**src/rtl/ili9341_pkg.sv**
```systemverilog
// Shared definitions for the ILI9341 parallel-bus decoder: panel geometry
// defaults, command codes, reset values of the parameter registers, the
// decoder state type and the window range check.
package ili9341_pkg;

  localparam int DEF_COLS = 320;
  localparam int DEF_ROWS = 240;

  localparam logic [7:0] CMD_SWRESET = 8'h01;
  localparam logic [7:0] CMD_SLPIN   = 8'h10;
  localparam logic [7:0] CMD_SLPOUT  = 8'h11;
  localparam logic [7:0] CMD_DISPOFF = 8'h28;
  localparam logic [7:0] CMD_DISPON  = 8'h29;
  localparam logic [7:0] CMD_CASET   = 8'h2A;
  localparam logic [7:0] CMD_PASET   = 8'h2B;
  localparam logic [7:0] CMD_RAMWR   = 8'h2C;
  localparam logic [7:0] CMD_MADCTL  = 8'h36;
  localparam logic [7:0] CMD_COLMOD  = 8'h3A;

  localparam logic [7:0] MADCTL_RST = 8'h00;
  localparam logic [7:0] PIXFMT_RST = 8'h66;

  typedef enum logic [2:0] {
    ST_IDLE,
    ST_CASET,
    ST_PASET,
    ST_RAMWR_HI,
    ST_RAMWR_LO,
    ST_PARAM1,
    ST_SKIP
  } dec_state_t;

  // A window is usable when it is not inverted and its end lies on the panel.
  function automatic logic window_ok(input logic [15:0] i_start,
                                     input logic [15:0] i_end,
                                     input int          i_limit);
    return (i_start <= i_end) && (int'({16'h0000, i_end}) < i_limit);
  endfunction

endpackage

```
**src/rtl/ili9341_window_ctr.sv**
```systemverilog
// Column/page window registers (SC/EC/SP/EP) and the pixel write cursor.
// Window updates are validated as a whole; a rejected update leaves the
// old window in place and raises o_win_err for one cycle.
import ili9341_pkg::*;

module ili9341_window_ctr #(
  parameter int COLS = DEF_COLS,
  parameter int ROWS = DEF_ROWS
) (
  input  logic        i_clk,
  input  logic        i_reset,
  input  logic        i_clear,
  input  logic        i_col_wr,
  input  logic        i_row_wr,
  input  logic [15:0] i_start,
  input  logic [15:0] i_end,
  input  logic        i_home,
  input  logic        i_advance,
  output logic [8:0]  o_x,
  output logic [8:0]  o_y,
  output logic        o_win_err
);

  localparam logic [8:0] EC_RST = 9'(COLS - 1);
  localparam logic [8:0] EP_RST = 9'(ROWS - 1);

  logic [8:0] r_sc;
  logic [8:0] r_ec;
  logic [8:0] r_sp;
  logic [8:0] r_ep;
  logic [8:0] r_x;
  logic [8:0] r_y;
  logic       r_win_err;
  logic       w_col_ok;
  logic       w_row_ok;

  assign w_col_ok  = window_ok(i_start, i_end, COLS);
  assign w_row_ok  = window_ok(i_start, i_end, ROWS);
  assign o_x       = r_x;
  assign o_y       = r_y;
  assign o_win_err = r_win_err;

  // Window registers, rejection pulse and raster-order cursor with wrap.
  always_ff @(posedge i_clk or posedge i_reset) begin
    if (i_reset) begin
      r_sc      <= 9'd0;
      r_ec      <= EC_RST;
      r_sp      <= 9'd0;
      r_ep      <= EP_RST;
      r_x       <= 9'd0;
      r_y       <= 9'd0;
      r_win_err <= 1'b0;
    end else if (i_clear) begin
      r_sc      <= 9'd0;
      r_ec      <= EC_RST;
      r_sp      <= 9'd0;
      r_ep      <= EP_RST;
      r_x       <= 9'd0;
      r_y       <= 9'd0;
      r_win_err <= 1'b0;
    end else begin
      r_win_err <= 1'b0;
      if (i_col_wr) begin
        if (w_col_ok) begin
          r_sc <= i_start[8:0];
          r_ec <= i_end[8:0];
        end else begin
          r_win_err <= 1'b1;
        end
      end
      if (i_row_wr) begin
        if (w_row_ok) begin
          r_sp <= i_start[8:0];
          r_ep <= i_end[8:0];
        end else begin
          r_win_err <= 1'b1;
        end
      end
      if (i_home) begin
        r_x <= r_sc;
        r_y <= r_sp;
      end else if (i_advance) begin
        if (r_x < r_ec) begin
          r_x <= r_x + 9'd1;
        end else begin
          r_x <= r_sc;
          if (r_y < r_ep) begin
            r_y <= r_y + 9'd1;
          end else begin
            r_y <= r_sp;
          end
        end
      end
    end
  end

endmodule

```
**src/rtl/ili9341_bus_decoder.sv**
```systemverilog
// ILI9341 8-bit parallel bus decoder: captures bytes on the rising edge of
// the write strobe, interprets the command set needed for pixel streaming
// and emits one addressed 16-bit pixel per two RAMWR data bytes.
// Optional feature macro: ILI9341_DEC_STATS_EN adds saturating pix_count and
// drop_count outputs; without it those ports and counters do not exist.
import ili9341_pkg::*;

module ili9341_bus_decoder #(
  parameter int COLS = DEF_COLS,
  parameter int ROWS = DEF_ROWS
) (
  input  logic        clk_16MHz,
  input  logic        reset,
  input  logic        nreset,
  input  logic        cmd_data,
  input  logic        write_edge,
  input  logic [7:0]  din,
  output logic        pix_valid,
  output logic [8:0]  pix_x,
  output logic [8:0]  pix_y,
  output logic [15:0] pix_data,
  output logic        display_on,
  output logic        sleep_out,
  output logic [7:0]  madctl,
  output logic [7:0]  pixfmt,
  output logic        win_err
`ifdef ILI9341_DEC_STATS_EN
  ,
  output logic [15:0] pix_count,
  output logic [15:0] drop_count
`endif
);

  dec_state_t  r_state;
  logic        r_we_d;
  logic [1:0]  r_cnt;
  logic [23:0] r_buf;
  logic [7:0]  r_hi;
  logic        r_param_sel;
  logic        r_pix_valid;
  logic [8:0]  r_pix_x;
  logic [8:0]  r_pix_y;
  logic [15:0] r_pix_data;
  logic        r_display_on;
  logic        r_sleep_out;
  logic [7:0]  r_madctl;
  logic [7:0]  r_pixfmt;

  logic        w_cap;
  logic        w_cmd;
  logic        w_dat;
  logic        w_swreset;
  logic        w_sync_clr;
  logic        w_col_wr;
  logic        w_row_wr;
  logic        w_home;
  logic        w_pix_done;
  logic        w_drop;
  logic [15:0] w_start;
  logic [15:0] w_end;
  logic [8:0]  w_x;
  logic [8:0]  w_y;

  assign w_cap      = write_edge & ~r_we_d & nreset;
  assign w_cmd      = w_cap & ~cmd_data;
  assign w_dat      = w_cap & cmd_data;
  assign w_swreset  = w_cmd & (din == CMD_SWRESET);
  assign w_sync_clr = ~nreset | w_swreset;
  assign w_col_wr   = w_dat & (r_state == ST_CASET) & (r_cnt == 2'd3);
  assign w_row_wr   = w_dat & (r_state == ST_PASET) & (r_cnt == 2'd3);
  assign w_home     = w_cmd & (din == CMD_RAMWR);
  assign w_pix_done = w_dat & (r_state == ST_RAMWR_LO);
  assign w_drop     = w_dat & ((r_state == ST_IDLE) | (r_state == ST_SKIP));
  assign w_start    = r_buf[23:8];
  assign w_end      = {r_buf[7:0], din};

  assign pix_valid  = r_pix_valid;
  assign pix_x      = r_pix_x;
  assign pix_y      = r_pix_y;
  assign pix_data   = r_pix_data;
  assign display_on = r_display_on;
  assign sleep_out  = r_sleep_out;
  assign madctl     = r_madctl;
  assign pixfmt     = r_pixfmt;

  ili9341_window_ctr #(
    .COLS (COLS),
    .ROWS (ROWS)
  ) u_window (
    .i_clk     (clk_16MHz),
    .i_reset   (reset),
    .i_clear   (w_sync_clr),
    .i_col_wr  (w_col_wr),
    .i_row_wr  (w_row_wr),
    .i_start   (w_start),
    .i_end     (w_end),
    .i_home    (w_home),
    .i_advance (w_pix_done),
    .o_x       (w_x),
    .o_y       (w_y),
    .o_win_err (win_err)
  );

  // Strobe history keeps following the pin during panel reset so a strobe held across nreset release is not seen as new.
  always_ff @(posedge clk_16MHz or posedge reset) begin
    if (reset) begin
      r_we_d <= 1'b0;
    end else begin
      r_we_d <= write_edge;
    end
  end

  // Command/data decoder FSM with registered pixel and status outputs.
  always_ff @(posedge clk_16MHz or posedge reset) begin
    if (reset) begin
      r_state      <= ST_IDLE;
      r_cnt        <= 2'd0;
      r_buf        <= 24'h0;
      r_hi         <= 8'h00;
      r_param_sel  <= 1'b0;
      r_pix_valid  <= 1'b0;
      r_pix_x      <= 9'd0;
      r_pix_y      <= 9'd0;
      r_pix_data   <= 16'h0000;
      r_display_on <= 1'b0;
      r_sleep_out  <= 1'b0;
      r_madctl     <= MADCTL_RST;
      r_pixfmt     <= PIXFMT_RST;
    end else if (w_sync_clr) begin
      r_state      <= ST_IDLE;
      r_cnt        <= 2'd0;
      r_buf        <= 24'h0;
      r_hi         <= 8'h00;
      r_param_sel  <= 1'b0;
      r_pix_valid  <= 1'b0;
      r_pix_x      <= 9'd0;
      r_pix_y      <= 9'd0;
      r_pix_data   <= 16'h0000;
      r_display_on <= 1'b0;
      r_sleep_out  <= 1'b0;
      r_madctl     <= MADCTL_RST;
      r_pixfmt     <= PIXFMT_RST;
    end else begin
      r_pix_valid <= 1'b0;
      if (w_cmd) begin
        r_cnt <= 2'd0;
        case (din)
          CMD_CASET:  r_state <= ST_CASET;
          CMD_PASET:  r_state <= ST_PASET;
          CMD_RAMWR:  r_state <= ST_RAMWR_HI;
          CMD_MADCTL: begin
            r_state     <= ST_PARAM1;
            r_param_sel <= 1'b0;
          end
          CMD_COLMOD: begin
            r_state     <= ST_PARAM1;
            r_param_sel <= 1'b1;
          end
          CMD_SLPOUT: begin
            r_sleep_out <= 1'b1;
            r_state     <= ST_IDLE;
          end
          CMD_SLPIN: begin
            r_sleep_out <= 1'b0;
            r_state     <= ST_IDLE;
          end
          CMD_DISPON: begin
            r_display_on <= 1'b1;
            r_state      <= ST_IDLE;
          end
          CMD_DISPOFF: begin
            r_display_on <= 1'b0;
            r_state      <= ST_IDLE;
          end
          default:    r_state <= ST_SKIP;
        endcase
      end else if (w_dat) begin
        case (r_state)
          ST_CASET, ST_PASET: begin
            r_buf <= {r_buf[15:0], din};
            r_cnt <= r_cnt + 2'd1;
            if (r_cnt == 2'd3) begin
              r_state <= ST_IDLE;
            end
          end
          ST_RAMWR_HI: begin
            r_hi    <= din;
            r_state <= ST_RAMWR_LO;
          end
          ST_RAMWR_LO: begin
            r_pix_valid <= 1'b1;
            r_pix_x     <= w_x;
            r_pix_y     <= w_y;
            r_pix_data  <= {r_hi, din};
            r_state     <= ST_RAMWR_HI;
          end
          ST_PARAM1: begin
            if (r_param_sel) begin
              r_pixfmt <= din;
            end else begin
              r_madctl <= din;
            end
            r_state <= ST_SKIP;
          end
          default: r_state <= r_state;
        endcase
      end
    end
  end

`ifdef ILI9341_DEC_STATS_EN
  logic [15:0] r_pix_count;
  logic [15:0] r_drop_count;

  assign pix_count  = r_pix_count;
  assign drop_count = r_drop_count;

  // Saturating counters of emitted pixels and data bytes discarded in IDLE/SKIP.
  always_ff @(posedge clk_16MHz or posedge reset) begin
    if (reset) begin
      r_pix_count  <= 16'h0000;
      r_drop_count <= 16'h0000;
    end else if (w_sync_clr) begin
      r_pix_count  <= 16'h0000;
      r_drop_count <= 16'h0000;
    end else begin
      if (w_pix_done && (r_pix_count != 16'hFFFF)) begin
        r_pix_count <= r_pix_count + 16'd1;
      end
      if (w_drop && (r_drop_count != 16'hFFFF)) begin
        r_drop_count <= r_drop_count + 16'd1;
      end
    end
  end
`endif

endmodule

```
**config.mk**
```make
export PLATFORM = sky130hd
export DESIGN_NAME = ili9341_bus_decoder
export DESIGN_NICKNAME = d
export VERILOG_FILES = /design/src/rtl/ili9341_pkg.sv /design/src/rtl/ili9341_window_ctr.sv /design/src/rtl/ili9341_bus_decoder.sv
export SDC_FILE = /design/constraint.sdc
export NUM_CORES = 1
export LEC_CHECK = 0
export CELL_PAD_IN_SITES_DETAIL_PLACEMENT = 1
export CELL_PAD_IN_SITES_GLOBAL_PLACEMENT = 2
export CORE_MARGIN = 5
export CORE_UTILIZATION = 30
export CTS_BUF_LIST = sky130_fd_sc_hd__clkbuf_4 sky130_fd_sc_hd__clkbuf_8
export DETAILED_ROUTE_END_ITERATION = 8
export HOLD_SLACK_MARGIN = 0.06
export PLACE_DENSITY = 0.68
export SLEW_MARGIN = 20
export SYNTH_ARGS = -nofsm -noshare
export SYNTH_HDL_FRONTEND = slang
export SYNTH_SLANG_ARGS = --single-unit
```
**constraint.sdc**
```tcl
create_clock -name clk_16MHz -period 5.1 [get_ports clk_16MHz]
set_input_delay 0.765 -clock clk_16MHz [delete_from_list [all_inputs] [get_ports clk_16MHz]]
set_output_delay 0.765 -clock clk_16MHz [all_outputs]
set_load 0.05 [all_outputs]
```
---- Yosys cells after proc, flatten, opt, wreduce, memory -nomap -nowiden ----
Cells that the tools add are included.
cells by class
  $add $sub $neg .......................... 3
  magnitude comparators ................... 5
  eq/ne operators ......................... 20
  mux-type cells .......................... 79
  bitwise logic cells ..................... 15
  reductions and logical operators ........ 36
operator list
  operator                                                     count
  two-way mux 9 bit                                            29
  two-way mux 8 bit                                            14
  two-way mux 24 bit                                           4
  two-way mux 16 bit                                           4
  == test 8 x 6 -> 1 bit, second input constant                7
  nonzero test 2 bit                                           11
  adder 9 x 1 -> 9 bit, second input constant                  2
  less-than comparator 9 bit                                   2
  nonzero test 3 bit                                           6
  == test 8 x 5 -> 1 bit, second input constant                2
  less-or-equal comparator 16 bit                              1
  less-than comparator 16 x 8 -> 1 bit, second input constant  1
  less-than comparator 16 x 9 -> 1 bit, second input constant  1
  two-way mux 1 bit                                            15
  case mux 3 bit (5 select lines)                              1
  AND reduction 2 bit                                          7
  two-way mux 3 bit                                            4
  case mux 3 bit (4 select lines)                              1
  AND reduction 3 bit                                          4
  AND 1 bit                                                    11
  == test 8 x 1 -> 1 bit, second input constant                1
  two-way mux 2 bit                                            4
  AND reduction 4 bit                                          2
  == test 3 x 2 -> 1 bit, second input constant                2
  other kinds (14)                                             22
word-level totals
  bits in registers ....................... 147
  logic and storage cells ................. 179

---- Logic depth before layout (Yosys ltp) ----
  word-level depth ........................ 10
  gate-level depth with buffers ........... 11

---- Cells and area by module ----
Synthesis repeated with hierarchy kept, for this count alone.
second synthesis, totals
  cells, all modules ...................... 820
  area total of the unflattened synthesis .. 8001.4 um^2
modules (own cells, without submodules)
  module               times used  cells an instance  area each (um^2)  seq. area each (um^2)
  ili9341_bus_decoder  1           416                4196.5            2307.2
  ili9341_window_ctr   1           404                3804.9            1393.8

---- Worst setup path after synthesis ----
OpenSTA, ideal clock, no wires.
  path kind ............................... in2reg
  from .................................... in din[3]
  to ...................................... reg u_window.r_y[8], in the netlist u_window.o_y[8]
  arrival time ............................ 2.464 ns
  data required time ...................... 4.974 ns
  setup slack ............................. 2.510 ns
  stages on the path ...................... 8
  path through ............................ buf_2 or4b_4 o31ai_4 or2_1 buf_4 or2b_4 o22ai_1 a221o_1
between the ends
  cells in the longest elaborated chain, start to end .. 5
  elaborated cells on any way between the ends .. 10
ends and longest elaborated chain
  element                                                                                RTL line                   source
  start: declaration                                                                     ili9341_bus_decoder.sv:17  input logic [7:0] din,
  == test 8 x 1 -> 1 bit                                                                 ili9341_bus_decoder.sv:67  assign w_swreset = w_cmd & (din == CMD_SWRESET);
  AND 1 bit                                                                              ili9341_bus_decoder.sv:67
  OR 1 bit                                                                               ili9341_bus_decoder.sv:68  assign w_sync_clr = ~nreset | w_swreset;
  inequality test 3 x 1 -> 1 bit (no line) / nonzero test 3 bit (equally long branches)  n/a
  AND reduction 2 bit (no line)                                                          n/a
  end signal: assignment                                                                 ili9341_window_ctr.sv:81   r_y <= r_sp;
  end signal: assignment                                                                 ili9341_window_ctr.sv:88   r_y <= r_y + 9'd1;
  end signal: assignment                                                                 ili9341_window_ctr.sv:90   r_y <= r_sp;
  end: declaration                                                                       ili9341_window_ctr.sv:32   logic [8:0] r_y;
Parallel ways exist; a longest one is shown, timed or not.
A chain may end at the register's enable or synchronous reset.

---- Worst setup path in the final report ----
  from .................................... in nreset
  to ...................................... reg u_window.r_y[5], in the netlist u_window.o_y[5]
between the ends
  cells in the longest elaborated chain, start to end .. 6
  elaborated cells on any way between the ends .. 13
ends and longest elaborated chain
  element                                                                                RTL line                   source
  start: declaration                                                                     ili9341_bus_decoder.sv:14  input logic nreset,
  AND 1 bit                                                                              ili9341_bus_decoder.sv:64  assign w_cap = write_edge & ~r_we_d & nreset;
  AND 1 bit                                                                              ili9341_bus_decoder.sv:65  assign w_cmd = w_cap & ~cmd_data;
  AND 1 bit                                                                              ili9341_bus_decoder.sv:67
  OR 1 bit                                                                               ili9341_bus_decoder.sv:68
  inequality test 3 x 1 -> 1 bit (no line) / nonzero test 3 bit (equally long branches)  n/a
  AND reduction 2 bit (no line)                                                          n/a
Parallel ways exist; a longest one is shown, timed or not.

==> impl_metrics.csv <==
group,metric,value,unit
route,length_of_the_first_detailed_routing_pass_in_iterations,4,
yosys,mappedNetlistNets,854,
worst_hold_path,hold-path-cell-count,2,
critical_path,worst-r2r-setup-slack,2040,ps
critical_path,worstPathMaxFanout,15,
yosys,synth_area_leaders,"sky130_fd_sc_hd__dfrtp_1 (42%), sky130_fd_sc_hd__nand2_1 (7.1%), sky130_fd_sc_hd__mux2i_1 (6.4%), sky130_fd_sc_hd__dfstp_2 (6.2%), sky130_fd_sc_hd__ha_1 (5.8%)",
cts,ctsHtreeMaxLevel,4,
critical_path,crit_path_top_delay_cell,"sky130_fd_sc_hd__nor2_1",
sta,final_max_slew_viol_count,0,
pwr,leakage,4.03,nW
sta,finalHoldViolCount,0,
critical_path,critPathMaxStageDelay,870,ps
finish,largest-register,"r_buf",
cts,clkLatencyLatePin,460,ps
yosys,synth_top_area_frac,0.424,
critical_path,timing.critical_path.required,5460,ps
sta,setup_viol,0,
critical_path,timing.critical_path.arrival,4010,ps
route,num_vias,6119,
sta,worst_clock_skew,13.2,ps
sta,timing.slew.headroom,0.258,
sta,worst_slew_pin_slew,1110,ps
yosys,yosys_register_bits,147,
pwr,worst_ir_drop_vdd,0.146,mV
global_routing,overflow,0,
finish,area_delta_synth_final,18.8,%
critical_path,rr_worst_depth,8,
yosys,synth_edf_count,0,
cts,post-cts-setup-buffers,0,
cts,tritoncts,"yes",
place,io_buffer_count,66,
critical_path,path_depth,8,
floorplan,chip_height,169,um
route,ant_nets,0,
worst_hold_path,hold_class,"reg -> reg",
sta,max_freq,274,MHz
critical_path,critical-path-top-delay-family,"simple AND/OR/NAND/NOR gates",
finish,multi_input_area,3580,um^2
finish,fillers,2951,
cts,cts_resized,0,
global_routing,grt_busiest_layer,"met2",
sta,rsz0062_at_grt,"no",
yosys,netlist-cell-type-count,66,
cts,count_of_clock_tree_sinks,147,
finish,ratio_of_cells_with_drive_above_1_in_the_final_layout,0.0941,
route,avgRoutedWirePerCell,19.7,um
critical_path,worstSetupStartpointType,"input port",
global_routing,grt_util_met3,0.0242,
floorplan,core-area,25100,um^2
global_routing,groute.layer.met1.usage,0.233,
global_routing,pin_count_of_the_biggest_net_entering_global_routing,76,
critical_path,crit_path_category,"in -> reg",
critical_path,worstPathCellList,"clkdlybuf4s50_1, nand4b_1, or3_1, inv_2, o21ai_2, nor2_1, o22ai_1, a221o_1",
global_routing,grt_pass1_vias,6474,
sta,worst_hold_slack,491,ps
cts,numCtsBuffers,17,
global_routing,groute.usage.overall,0.169,
finish,antenna_cells_inserted,0,
yosys,yosys_warnings,0,
global_routing,grt.met2_usage,0.280,
cts,cts_buffer_depth,2,
pwr,cellPowerDensity,260,nW/um^2
route,totalWireLength,23.7,mm
place,detailed_place_hpwl,16.7,mm
floorplan,design.die.area,28600,um^2
route,detail_route.drc_violations,0,
cts,cts-root-buf,"sky130_fd_sc_hd__clkbuf_8",
yosys,synth_area_leader_cell,"sky130_fd_sc_hd__dfrtp_1",
route,detail_route.vias_per_cell,5.09,
sta,total_negative_setup_slacks,0,ps
critical_path,worst-path-buf-inv,2,
cts,clkSlewWorstSetupHoldPaths,90,ps
cts,holdBufCountCts,0,
global_routing,grt_pass1_wl,38.0,mm
global_routing,grt_antenna_before_repair,0,
sta,timing.final.crit_share,0.717,
floorplan,initial_utilization,0.303,
floorplan,floorplan.io_pins,67,
status,status,"finished, final reports clean",
floorplan,die_width,169,um
yosys,synth_cells,806,
yosys,cell_area_synth,7610,um^2
place,gpl.final_weighted_congestion,0.787,
yosys,syn-mean-instance-area,9.44,um^2
floorplan,standard_cell_row_count,58,
yosys,synth-async-reset-ratio,1.00,
route,count_of_routing_violations_after_the_opening_detailed_route_iteration,340,
yosys,share_of_synthesized_area_occupied_by_flip_flops_and_latches,0.487,
critical_path,timing.critical_path.to_type,"flip-flop",
yosys,yosys_most_used_dff,"sky130_fd_sc_hd__dfrtp_1",
finish,design.final.nets,906,
run,number_of_maximum_capacitance_constraint_violations,0,
finish,flip_flop_count_of_the_largest_register_all_copies_and_words_added,24,
sta,period_needed,3660,ps
finish,register_area,3700,um^2
[worst register-to-register path: cells and delay by family (launching register included)]
kind | cells | cell delay [ps]
compound gates | 4 | 770
buf+inv | 1 | 40
flops | 1 | 540
simple gates | 2 | 1300
fa+ha+maj | 1 | 310
[cells in the final DEF, fill, tap and decap left out, types with 3 or more instances in the layout]
cell type                           n
sky130_fd_sc_hd__o211ai_1           9
sky130_fd_sc_hd__and3_1            15
sky130_fd_sc_hd__a31oi_1            4
sky130_fd_sc_hd__a21o_1             4
sky130_fd_sc_hd__o2bb2ai_1          4
sky130_fd_sc_hd__nor2b_1            5
sky130_fd_sc_hd__a2111oi_0          3
sky130_fd_sc_hd__clkinvlp_4         5
sky130_fd_sc_hd__and4_1             3
sky130_fd_sc_hd__dfstp_2           18
sky130_fd_sc_hd__a211oi_1           4
sky130_fd_sc_hd__o22ai_1            5
sky130_fd_sc_hd__dfrtp_1          129
sky130_fd_sc_hd__o221a_2            3
sky130_fd_sc_hd__nor4b_1            3
sky130_fd_sc_hd__nand2b_1           7
sky130_fd_sc_hd__buf_4             13
sky130_fd_sc_hd__nand3_1           21
sky130_fd_sc_hd__nor4_1             7
sky130_fd_sc_hd__mux2i_1           49
sky130_fd_sc_hd__nor3_1             6
sky130_fd_sc_hd__a21oi_1           24
sky130_fd_sc_hd__nand2_1          144
sky130_fd_sc_hd__a221o_1            8
sky130_fd_sc_hd__o21ai_0           82
sky130_fd_sc_hd__clkbuf_8          19
sky130_fd_sc_hd__ha_1              35
sky130_fd_sc_hd__clkdlybuf4s50_1   66
sky130_fd_sc_hd__nand4_1            7
sky130_fd_sc_hd__nor2_1            67
sky130_fd_sc_hd__inv_1             37
sky130_fd_sc_hd__nor3b_1            6
sky130_fd_sc_hd__o31ai_1            8
[report_power, final]
| part | internal, W | leakage [nW] | switching, W |
|---|---|---|---|
| Sequential | 0.00118 | 1.97 | 0.0000195 |
| Clock | 0.000473 | 0.191 | 0.000486 |
| Combinational | 0.0000533 | 1.87 | 0.000134 |
| Total | 0.00171 | 4.03 | 0.000639 |
[routing by layer]
| metal | part of all wire | wire [um] | vias to the layer above |
|---|---|---|---|
| met5 | 0 | 0 | - |
| met1 | 0.48 | 11300 | 3096 |
| met3 | 0.023 | 535 | 15 |
| met2 | 0.49 | 11500 | 74 |
| met4 | 0.012 | 295 | 0 |
| li1 | - | - | 2934 |
[worst paths after layout]
path | start | endpoint
worst max-delay path | nreset | u_window.o_y[5]
worst min-delay path | r_hi[0] | r_hi[0]
worst max register to register | u_window.r_ec[8] | u_window.o_y[5]
worst min register to register | r_hi[0] | r_hi[0]
max in group asynchronous | reset | u_window.r_ep[7]
min in group asynchronous | reset | pix_x[7]
[cell usage after synthesis, types with 3 or more instances]
| master | count |
|---|---|
| sky130_fd_sc_hd__nor3_1 | 6 |
| sky130_fd_sc_hd__buf_1 | 4 |
| sky130_fd_sc_hd__a221o_1 | 8 |
| sky130_fd_sc_hd__a211oi_1 | 4 |
| sky130_fd_sc_hd__o2bb2ai_1 | 4 |
| sky130_fd_sc_hd__nor4_1 | 7 |
| sky130_fd_sc_hd__o221a_2 | 3 |
| sky130_fd_sc_hd__nor2_1 | 67 |
| sky130_fd_sc_hd__a21oi_1 | 24 |
| sky130_fd_sc_hd__dfstp_2 | 18 |
| sky130_fd_sc_hd__o31ai_1 | 8 |
| sky130_fd_sc_hd__buf_4 | 4 |
| sky130_fd_sc_hd__ha_1 | 35 |
| sky130_fd_sc_hd__nand4_1 | 7 |
| sky130_fd_sc_hd__o22ai_1 | 5 |
| sky130_fd_sc_hd__nand2b_1 | 7 |
| sky130_fd_sc_hd__clkbuf_1 | 27 |
| sky130_fd_sc_hd__nor3b_1 | 6 |
| sky130_fd_sc_hd__buf_2 | 11 |
| sky130_fd_sc_hd__o211ai_1 | 9 |
| sky130_fd_sc_hd__dfrtp_1 | 129 |
| sky130_fd_sc_hd__nor2b_1 | 5 |
| sky130_fd_sc_hd__inv_1 | 38 |
| sky130_fd_sc_hd__nor4b_1 | 3 |
| sky130_fd_sc_hd__a2111oi_0 | 3 |
| sky130_fd_sc_hd__o21ai_0 | 82 |
| sky130_fd_sc_hd__and3_1 | 15 |
| sky130_fd_sc_hd__nand3_1 | 21 |
| sky130_fd_sc_hd__a21o_1 | 4 |
| sky130_fd_sc_hd__nand2_1 | 144 |
| sky130_fd_sc_hd__mux2i_1 | 49 |
| sky130_fd_sc_hd__a31oi_1 | 4 |
| sky130_fd_sc_hd__and4_1 | 3 |
[stage by stage]
stage / total power, W / worst slack [ps] / cells / area (um^2) / util
after floorplan: 0.00134 / 413 / 806 / 7610 / -
after global placement: 0.00141 / 1070 / 1169 / 8630 / 0.344
after detailed placement: 0.00142 / 995 / 1169 / 8630 / 0.344
after CTS: 0.00239 / 1520 / 1201 / 9030 / 0.360
after global routing: 0.00246 / 1310 / 1201 / 9030 / 0.360
final: 0.00235 / 1440 / 1201 / 9030 / 0.360
[cells by family after synthesis]
kind of cell	after synthesis	share of synthesized area
mux	51	0.0674
compound gates	178	0.150
xor+xnor	4	0.00461
fa+ha+maj	35	0.0576
simple gates	305	0.187
buf+inv	86	0.0472
flops	147	0.487
[final cells by class]
cell class / count / share of cell area
sequential: 147 / 0.410
multi-input combinational: 573 / 0.397
timing repair buffer: 80 / 0.0862
tap: 330 / 0.0457
clock buffer: 21 / 0.0306
inverter: 39 / 0.0168
clock inverter: 11 / 0.0143
Note: power is estimated with default switching activity, not from simulation.
